`src/rtl/minhash_pkg.sv`:
```
// Shared types and defaults for the MinHash top-K sorter.
// The optional MINHASH_DEDUP_EN feature is handled in minhash_topk_sorter.sv.
package minhash_pkg;

  localparam int DEF_SIGNATURE_WIDTH = 32;
  localparam int DEF_INDEX_WIDTH     = 10;

  typedef enum logic {
    FILL  = 1'b0,
    DRAIN = 1'b1
  } state_t;

  // Slot entry at default widths; modules with overridden widths carry the
  // same three fields as separate ports.
  typedef struct packed {
    logic                           occupied;
    logic [DEF_SIGNATURE_WIDTH-1:0] signature;
    logic [DEF_INDEX_WIDTH-1:0]     index;
  } slot_t;

endpackage

```
`src/rtl/minhash_sort_cell.sv`:
```
// One slot of the sorted insertion array: holds an entry, reports whether it
// sorts after the incoming signature, and loads new/above/below on command.
module minhash_sort_cell
  import minhash_pkg::*;
#(
  parameter int SIGNATURE_WIDTH = DEF_SIGNATURE_WIDTH,
  parameter int INDEX_WIDTH     = DEF_INDEX_WIDTH
) (
  input  logic                       clk,
  input  logic                       rst,
  input  logic                       clear,
  input  logic                       drain_step,
  input  logic                       shift_in,
  input  logic                       load_new,
  input  logic [SIGNATURE_WIDTH-1:0] in_signature,
  input  logic [INDEX_WIDTH-1:0]     in_index,
  input  logic                       above_occ,
  input  logic [SIGNATURE_WIDTH-1:0] above_sig,
  input  logic [INDEX_WIDTH-1:0]     above_idx,
  input  logic                       below_occ,
  input  logic [SIGNATURE_WIDTH-1:0] below_sig,
  input  logic [INDEX_WIDTH-1:0]     below_idx,
  output logic                       occ,
  output logic [SIGNATURE_WIDTH-1:0] sig,
  output logic [INDEX_WIDTH-1:0]     idx,
  output logic                       gt
);

  // Empty slots behave as +infinity; strict compare keeps equal keys stable.
  assign gt = ~occ | (sig > in_signature);

  always_ff @(posedge clk or posedge rst) begin
    if (rst) begin
      occ <= 1'b0;
      sig <= '0;
      idx <= '0;
    end else if (clear) begin
      occ <= 1'b0;
      sig <= '0;
      idx <= '0;
    end else if (drain_step) begin
      occ <= below_occ;
      sig <= below_sig;
      idx <= below_idx;
    end else if (shift_in) begin
      occ <= above_occ;
      sig <= above_sig;
      idx <= above_idx;
    end else if (load_new) begin
      occ <= 1'b1;
      sig <= in_signature;
      idx <= in_index;
    end
  end

endmodule

```
`src/rtl/minhash_topk_sorter.sv`:
```
// Keeps the NUM_SLOTS smallest signatures of a set and drains their indices in
// ascending order. Define MINHASH_DEDUP_EN to drop signatures already held.
module minhash_topk_sorter
  import minhash_pkg::*;
#(
  parameter int SIGNATURE_WIDTH = DEF_SIGNATURE_WIDTH,
  parameter int INDEX_WIDTH     = DEF_INDEX_WIDTH,
  parameter int NUM_SLOTS       = 8,
  parameter int CNT_WIDTH       = $clog2(NUM_SLOTS + 1)
) (
  input  logic                       clk,
  input  logic                       rst,
  input  logic                       in_valid,
  output logic                       in_ready,
  input  logic [SIGNATURE_WIDTH-1:0] in_signature,
  input  logic [INDEX_WIDTH-1:0]     in_index,
  input  logic                       in_last,
  output logic                       out_valid,
  input  logic                       out_ready,
  output logic [SIGNATURE_WIDTH-1:0] out_signature,
  output logic [INDEX_WIDTH-1:0]     out_index,
  output logic                       out_last,
  output logic [CNT_WIDTH-1:0]       count,
  output logic                       evict,
  output logic                       dup_hit
);

  state_t                                    state;
  logic [NUM_SLOTS-1:0]                      occ;
  logic [NUM_SLOTS-1:0]                      gt;
  logic [NUM_SLOTS-1:0][SIGNATURE_WIDTH-1:0] sig;
  logic [NUM_SLOTS-1:0][INDEX_WIDTH-1:0]     idx;
  logic [CNT_WIDTH-1:0]                      ins_pos;
  logic                                      acc, dup, ins, full;
  logic                                      drain_hs, last_hs;

  assign acc      = in_valid & in_ready;
  assign ins      = acc & ~dup;
  assign full     = (count == CNT_WIDTH'(NUM_SLOTS));
  assign drain_hs = out_valid & out_ready;
  assign last_hs  = drain_hs & out_last;

  assign out_signature = sig[0];
  assign out_index     = idx[0];
  assign out_last      = out_valid & (count == CNT_WIDTH'(1));

`ifdef MINHASH_DEDUP_EN
  logic [NUM_SLOTS-1:0] eq;
  always_comb begin
    eq = '0;
    for (int i = 0; i < NUM_SLOTS; i++)
      eq[i] = occ[i] & (sig[i] == in_signature);
  end
  assign dup = |eq;
`else
  assign dup = 1'b0;
`endif

  // Lowest slot sorting after the incoming key; NUM_SLOTS means "past the end".
  always_comb begin
    ins_pos = CNT_WIDTH'(NUM_SLOTS);
    for (int i = NUM_SLOTS - 1; i >= 0; i--)
      if (gt[i]) ins_pos = CNT_WIDTH'(i);
  end

  for (genvar g = 0; g < NUM_SLOTS; g++) begin : g_slot
    logic                       a_occ, b_occ;
    logic [SIGNATURE_WIDTH-1:0] a_sig, b_sig;
    logic [INDEX_WIDTH-1:0]     a_idx, b_idx;

    if (g == 0) begin : g_first
      assign a_occ = 1'b0;
      assign a_sig = '0;
      assign a_idx = '0;
    end else begin : g_above
      assign a_occ = occ[g-1];
      assign a_sig = sig[g-1];
      assign a_idx = idx[g-1];
    end

    if (g == NUM_SLOTS - 1) begin : g_final
      assign b_occ = 1'b0;
      assign b_sig = '0;
      assign b_idx = '0;
    end else begin : g_below
      assign b_occ = occ[g+1];
      assign b_sig = sig[g+1];
      assign b_idx = idx[g+1];
    end

    minhash_sort_cell #(
      .SIGNATURE_WIDTH(SIGNATURE_WIDTH),
      .INDEX_WIDTH    (INDEX_WIDTH)
    ) u_cell (
      .clk         (clk),
      .rst         (rst),
      .clear       (last_hs),
      .drain_step  (drain_hs),
      .shift_in    (ins & (ins_pos < CNT_WIDTH'(g))),
      .load_new    (ins & (ins_pos == CNT_WIDTH'(g))),
      .in_signature(in_signature),
      .in_index    (in_index),
      .above_occ   (a_occ),
      .above_sig   (a_sig),
      .above_idx   (a_idx),
      .below_occ   (b_occ),
      .below_sig   (b_sig),
      .below_idx   (b_idx),
      .occ         (occ[g]),
      .sig         (sig[g]),
      .idx         (idx[g]),
      .gt          (gt[g])
    );
  end

  always_ff @(posedge clk or posedge rst) begin
    if (rst) begin
      state     <= FILL;
      in_ready  <= 1'b1;
      out_valid <= 1'b0;
      count     <= '0;
      evict     <= 1'b0;
      dup_hit   <= 1'b0;
    end else begin
      evict   <= 1'b0;
      dup_hit <= 1'b0;
      case (state)
        FILL: begin
          if (acc) begin
            dup_hit <= dup;
            // A full array always loses one entry: the old tail or the newcomer.
            if (!dup) begin
              if (full) evict <= 1'b1;
              else      count <= count + CNT_WIDTH'(1);
            end
            if (in_last) begin
              state     <= DRAIN;
              in_ready  <= 1'b0;
              out_valid <= 1'b1;
            end
          end
        end
        DRAIN: begin
          if (drain_hs) begin
            if (out_last) begin
              state     <= FILL;
              in_ready  <= 1'b1;
              out_valid <= 1'b0;
              count     <= '0;
            end else begin
              count <= count - CNT_WIDTH'(1);
            end
          end
        end
        default: state <= FILL;
      endcase
    end
  end

endmodule

```
`config.mk`:
```
export PLATFORM = sky130hd
export DESIGN_NAME = minhash_topk_sorter
export DESIGN_NICKNAME = d
export VERILOG_FILES = /design/src/rtl/minhash_pkg.sv /design/src/rtl/minhash_sort_cell.sv /design/src/rtl/minhash_topk_sorter.sv
export SDC_FILE = /design/constraint.sdc
export NUM_CORES = 1
export LEC_CHECK = 0
export BUFFER_PORTS_ARGS = -buffer_cell sky130_fd_sc_hd__clkbuf_2
export CAP_MARGIN = 10
export CELL_PAD_IN_SITES_DETAIL_PLACEMENT = 1
export CELL_PAD_IN_SITES_GLOBAL_PLACEMENT = 1
export CORE_MARGIN = 5
export CORE_UTILIZATION = 40
export DETAILED_ROUTE_END_ITERATION = 8
export GPL_TIMING_DRIVEN = 0
export PLACE_DENSITY_LB_ADDON = 0.08
export REMOVE_ABC_BUFFERS = 1
export SYNTH_ARGS = -nofsm -noshare
export SYNTH_HDL_FRONTEND = slang
export SYNTH_SLANG_ARGS = --single-unit
```
`constraint.sdc`:
```
create_clock -name clk -period 11.4 [get_ports clk]
set_clock_uncertainty 0.1 [all_clocks]
set_input_delay 2.28 -clock clk [delete_from_list [all_inputs] [get_ports clk]]
set_output_delay 2.28 -clock clk [all_outputs]
set_load 0.01 [all_outputs]
```
======== After elaboration in Yosys (flattened, before gate mapping) ========
Cells that the tools add are included.
storage, ports and cells
  bits of input ports ..................... 47
  logic and storage cells ................. 236
  bits in registers ....................... 352
operators by class
  add/sub/neg operators ................... 2
  eq/ne operators ......................... 14
  magnitude comparators ................... 16
  bitwise logic cells ..................... 37
  reduce and logical (&&, ||, !) cells .... 11
  mux-type cells .......................... 127
operators by type and width
  kind                                                 count
  2-to-1 mux 32 bit                                    32
  2-to-1 mux 10 bit                                    32
  greater-than comparator 32 bit                       8
  2-to-1 mux 4 bit                                     12
  2-to-1 mux 1 bit                                     47
  nonzero test 4 bit                                   8
  AND 1 bit                                            20
  equality test 4 x 3 -> 1 bit, second input constant  4
  < comparator 4 x 3 -> 1 bit, second input constant   4
  NOT 1 bit                                            9
  equality test 4 x 1 -> 1 bit, second input constant  2
  equality test 4 x 2 -> 1 bit, second input constant  2
  < comparator 4 x 1 -> 1 bit, second input constant   2
  < comparator 4 x 2 -> 1 bit, second input constant   2
  != test 2 bit, second input constant                 4
  OR 1 bit                                             8
  one-hot mux 4 bit (2 select lines)                   1
  one-hot mux 1 bit (2 select lines)                   3
  adder 4 x 1 -> 4 bit, second input constant          1
  equality test 4 bit, second input constant           1
  zero test 4 bit                                      1
  AND reduction 4 bit                                  1
  subtractor 4 x 1 -> 4 bit, second input constant     1
  AND reduction 3 bit                                  1
  != test 2 x 1 -> 1 bit, second input constant        1

======== Depth between registers and ports, before layout ========
  word-level depth ........................ 16
  gate-level depth with buffers ........... 16
  mapped depth without buffers ............ 12

======== Cells and area by module ========
Synthesis repeated with hierarchy kept, for this count alone.
unflattened totals
  cells, all modules ...................... 3,319
  area total of the unflattened synthesis .. 26,436.6 sq um
by module, submodules not included
  module               cells an instance  seq. area each (sq um)  area each (sq um)  instances
  minhash_sort_cell    403                1,076.0                 3,208.1            8
  minhash_topk_sorter  95                 201.4                   772.0              1

======== Worst setup path before layout ========
No wires, ideal clock.
  kind .................................... in2reg
  start point ............................. input port in_signature[31]
  end point ............................... register g_slot[2].u_cell.sig[1]
  stages .................................. 13
  path slack .............................. 5.894 ns
  path buffers ............................ 2
  arrival ................................. 5.282 ns
  required time ........................... 11.175 ns
  path through ............................ clkbuf_1 inv_1 ha_1 nand4_1 nor2_1 a221o_1 or3_1 a21oi_1 o31a_1 o221ai_4 o211ai_4 clkbuf_1 mux2_2
on the way
  longest elaborated chain between the ends .. 15
  elaborated cells between the ends (all ways) .. 32
  those cells by class .................... order compare: 9; eq/ne: 1; mux: 11; bitwise: 10; reduce/logical: 1
ends and longest elaborated chain
  item                            line                       source
  from (decl)                     minhash_topk_sorter.sv:15  input logic [SIGNATURE_WIDTH-1:0] in_signature,
  greater-than comparator 32 bit  minhash_sort_cell.sv:30    assign gt = ~occ | (sig > in_signature);
  OR 1 bit                        minhash_sort_cell.sv:30
  2-to-1 mux 4 bit (7 in a row)   minhash_topk_sorter.sv:63  if (gt[i]) ins_pos = CNT_WIDTH'(i);
  2-to-1 mux 4 bit (*)            minhash_topk_sorter.sv:63
  < comparator 4 x 2 -> 1 bit     minhash_topk_sorter.sv:99  .shift_in (ins & (ins_pos < CNT_WIDTH'(g))),
  AND 1 bit                       minhash_topk_sorter.sv:99
  2-to-1 mux 32 bit               minhash_sort_cell.sv:45    end else if (shift_in) begin
  2-to-1 mux 32 bit               minhash_sort_cell.sv:41    end else if (drain_step) begin
  2-to-1 mux 32 bit               minhash_sort_cell.sv:37    end else if (clear) begin
  to (signal assigned)            minhash_sort_cell.sv:43    sig <= below_sig;
  to (signal assigned)            minhash_sort_cell.sv:47    sig <= above_sig;
  to (signal assigned)            minhash_sort_cell.sv:51    sig <= in_signature;
  to (decl)                       minhash_sort_cell.sv:24    output logic [SIGNATURE_WIDTH-1:0] sig,
Every way passes the cells marked *; elsewhere a longest branch is shown, timed or not.
A chain may end at the register's enable or synchronous reset.

======== Final worst setup path ========
  start point ............................. input port in_signature[26]
  end point ............................... register g_slot[3].u_cell.sig[12]
on the way
  longest elaborated chain between the ends .. 15
  elaborated cells between the ends (all ways) .. 32
  those cells by class .................... order compare: 9; eq/ne: 1; mux: 11; bitwise: 10; reduce/logical: 1
ends and longest elaborated chain
  item                            line
  greater-than comparator 32 bit  minhash_sort_cell.sv:30
  OR 1 bit                        minhash_sort_cell.sv:30
  2-to-1 mux 4 bit (7 in a row)   minhash_topk_sorter.sv:63
  2-to-1 mux 4 bit (*)            minhash_topk_sorter.sv:63
  < comparator 4 x 2 -> 1 bit     minhash_topk_sorter.sv:99
  AND 1 bit                       minhash_topk_sorter.sv:99
  2-to-1 mux 32 bit               minhash_sort_cell.sv:45
  2-to-1 mux 32 bit               minhash_sort_cell.sv:41
  2-to-1 mux 32 bit               minhash_sort_cell.sv:37
  to (signal assigned)            minhash_sort_cell.sv:43
  to (signal assigned)            minhash_sort_cell.sv:47
  to (signal assigned)            minhash_sort_cell.sv:51
  to (decl)                       minhash_sort_cell.sv:24
Marks and branches as above.

==> parameters.txt <==
Parameter                              Value

Clock tree
  H-tree depth reported by CTS    2
  Largest buffer count on any clock path    3
  Clock transition at the register clock pins on the worst setup and hold paths after CTS    0.06 ns
  Clock tree root buffer cell    sky130_fd_sc_hd__clkbuf_16
  Number of buffers inserted during clock tree synthesis    46
  Number of buffers added for setup after CTS    0
  Post-CTS Resized    0
  Number of clock sinks    352
  CTS tree    built
  CTS hold repair buffers    0
  Clock latency of the later-clocked register in the worst-skew pair    0.61 ns

Worst setup path
  Nature of the critical path endpoint    register
  Largest fanout on the critical path    46
  Reg2reg path depth    11
  Kind of launch point of the worst setup path    input pin
  Slack of the worst reg-to-reg path    5.10 ns
  CP Class    input pin to register
  Worst R2R End    g_slot[3].u_cell.sig[12]
  CP max-delay cell    sky130_fd_sc_hd__or2_2
  Buffers and inverters on the worst path    3
  Capture point of the worst path    g_slot[3].u_cell.sig[12]
  Launching instance or port of the critical path    in_signature[26]
  Series of cell instances along the critical path    clkbuf_2, inv_1, ha_1, nand4_1, nor4_1, nand3_1, a31oi_1, o22a_1, a41o_4, buf_16, and2_4, or2_2, o21ai_0
  CP peak stage delay    0.98 ns
  Startpoint of the lowest-slack register-to-register path    g_slot[1].u_cell.sig[26]
  Instance count on the critical path    13
  Kind of cell adding the most delay to the critical path    simple AND/OR/NAND/NOR gates
  Worst Path Required    11.71 ns
  CP Data Arrival Time    8.42 ns

Logic synthesis
  Yosys top cell area share    0.3501
  Number of instances in the synthesized netlist    2818
  Number of warnings issued by yosys    0
  Most used flip-flop cell after synthesis    sky130_fd_sc_hd__dfrtp_1
  Largest cells by area after synthesis    sky130_fd_sc_hd__dfrtp_1 (35%), sky130_fd_sc_hd__ha_1 (13%), sky130_fd_sc_hd__mux2i_1 (9.3%)
  Count of flip-flops with a built-in enable after synthesis    0
  Synthesized cell area    25090 um2
  Largest area contributor in the netlist    sky130_fd_sc_hd__dfrtp_1
  Number of distinct library cells after synthesis    76
  Proportion of synthesized chip area in sequential cells    0.3511
  Post-synthesis sequential element count    352
  Async S/R FF share, synth    1.000
  Average instance area after synthesis    8.903 um2

Floorplanning
  Die outline height    260.4 um
  Initial cell density of the core    0.4051
  Die width    260.4 um
  Top-level I/O count    98
  Overall die area    67830 um2
  Std-Cell Core Area    61940 um2
  Total number of placement rows    91

Detailed routing
  Violation count after the first detailed-routing iteration    1674
  Number of vias in the routed layout    22630
  Total routed wirelength    94710 um
  Count of nets left with antenna violations after detail routing    0
  Number of remaining DRC errors    0
  Total iterations of the first detailed-routing run    7
  Vias per Instance    6.189
  Detailed-route wire length per cell    25.90 um

Pwr
  Power density over the cells    102.9 nW/um2
  Portion of total power attributed to the clock network    0.509
  Leakage    14.54 nW
  Sequential Power Share    0.429
  Int Pwr    2.180 mW
  Combinational power share    0.062
  Total Power Consumption    2.913 mW
  Worst vdd rail ir drop    100.2 uV
  Net switching power    0.7332 mW
  Fraction of power spent switching nets    0.2517

Global routing
  Antenna violations before repair    6
  Aggregate global routing overflow    0
  Pin count of the biggest net entering global routing    115
  Overall routing resource usage    0.2750
  Vias in the first global route    23480
  Wire length of the first global-routing pass    146100 um

STA
  Part of the cycle the worst path needs    0.7108
  Number of pins with negative max-slew slack in the final report    0
  Min Clock Period, post-route    8.104 ns
  Relative slew margins    0.2675
  Setup Viol. Count Final    0
  Achievable Freq    123.4 MHz
  Final hold violation count    0
  Slew at the pin closest to its max-slew limit    1.099 ns
  Final setup TNS    0 ns
  Unrepaired setup endpoints after global routing    false

Finish
  Nets@finish    3086
  Fillcell total    7113
  Fraction of layout instances using a drive strength above 1    0.09805
  Layout-stage area growth over the synthesis result    12.78%
  Most common cell after layout, fill and taps aside    sky130_fd_sc_hd__nand2_1
  Number of standard cells in the layout, taps in and fillers out    3656
  Final Util    0.4568
  Final design instance area without fill    28300 um2
  Highest-count cells in the layout ignoring fill and taps    sky130_fd_sc_hd__nand2_1 (354), sky130_fd_sc_hd__dfrtp_1 (351), sky130_fd_sc_hd__o21ai_0 (295)

Placement
  Count of port buffers added during placement    96
  DP Cell Count    3568
  Area after DPL    26800 um2
  Weighted congestion reported at the end of routability-driven placement    0.8447
  DPL Wire Length    64810 um

Hold path
  Type of the most critical hold path    register to register

Status
  Result of the run    complete, no violations

Run
  Max-Cap Viols    0
[per-stage QoR]
| step | hold WS (ns) | worst slack, ns |
|---|---|---|
| 2_1_floorplan | 0.3497 | -3.473 |
| 3_3_place_gp | 0.3606 | -25.96 |
| 3_5_place_dp | 0.3761 | 2.728 |
| 4_1_cts | 0.3897 | 3.353 |
| 5_1_grt | 0.4202 | 3.162 |
| 6_report | 0.3836 | 3.296 |
[layer usage]
metal	share of wire	global-route usage	routed length [um]	vias to the layer above
met3	0.047	0.03928	4444	180
met5	0.00029	0	27	-
li1	-	-	-	10290
met1	0.47	0.3948	44950	11620
met4	0.033	0.08717	3080	4
met2	0.45	0.4298	42210	530
[cell usage after synthesis (all sizes together) (3+ instances only)]
cell type / number
nand2: 358
dfrtp: 351
o21ai: 311
ha: 260
mux2i: 232
a21oi: 204
nor2: 184
clkbuf: 155
a211oi: 89
buf: 70
inv: 66
a21o: 56
nand4: 51
o31ai: 45
a22o: 44
a22oi: 43
o31a: 43
mux2: 42
nand3: 36
nor3: 22
nor4: 13
a222oi: 11
o211ai: 11
a311o: 10
a31oi: 10
nor2b: 10
and3: 9
and2: 7
nand2b: 7
o21a: 6
and4: 5
a21boi: 4
a2111oi: 3
a211o: 3
a221oi: 3
nor3b: 3
o221ai: 3
o2bb2ai: 3
or3: 3
[layout make-up]
class | instances | area (um2) | area share
inverters | 66 | 255.2 | 0.009021
flip-flops and latches | 352 | 8810 | 0.3113
multi-input cells | 2175 | 15180 | 0.5365
repair buffers | 138 | 1501 | 0.05306
clock buffers | 74 | 1346 | 0.04758
clock inverters | 10 | 143.9 | 0.005085
diodes | 4 | 10.01 | 0.0003537
well taps | 837 | 1047 | 0.03701
[tightest hold or removal path: stages, from the launching register on]
cell	delay (ns)
sky130_fd_sc_hd__dfrtp_1	0.34
sky130_fd_sc_hd__nand2_1	0.05
sky130_fd_sc_hd__o21ai_0	0.06
[worst min path at each step]
stage                                   end  depth (start not counted)                     from
floorplan           g_slot[7].u_cell.idx[0]                          2  g_slot[7].u_cell.idx[0]
global placement    g_slot[7].u_cell.idx[7]                          2  g_slot[7].u_cell.idx[7]
detailed placement  g_slot[7].u_cell.idx[2]                          2  g_slot[7].u_cell.idx[2]
CTS                 g_slot[7].u_cell.idx[2]                          2  g_slot[7].u_cell.idx[2]
global route        g_slot[7].u_cell.idx[0]                          2  g_slot[7].u_cell.idx[0]
finish              g_slot[7].u_cell.idx[5]                          2  g_slot[7].u_cell.idx[5]
[cells by family after synthesis]
group	count (synthesis)	share of synthesized area
buf+inv	291	0.04842
simple gates	721	0.1250
fa+ha+maj	260	0.1297
flops	352	0.3511
xor+xnor	1	0.0003492
compound gates	918	0.2338
mux	274	0.1114
other cells	1	0.0001495
[power by group through the flow]
stage                     combinational, mW  clock (mW)  sequential (mW)
final                                 0.181        1.48             1.25
after global routing                  0.206        1.57             1.25
after CTS                             0.182        1.51             1.25
after detailed placement              0.181           0             1.27
after global placement                0.169           0             1.27
after floorplan                       0.109           0             1.27
[state kept, by name, indices dropped and copies added (netlist names)]
name,flops
count,4
g_slot.u_cell.idx,80
g_slot.u_cell.sig,256
state,1
in_ready,1
evict,1
g_slot.u_cell.occ,8
out_valid,1
Power figures use the tool's default switching activity.
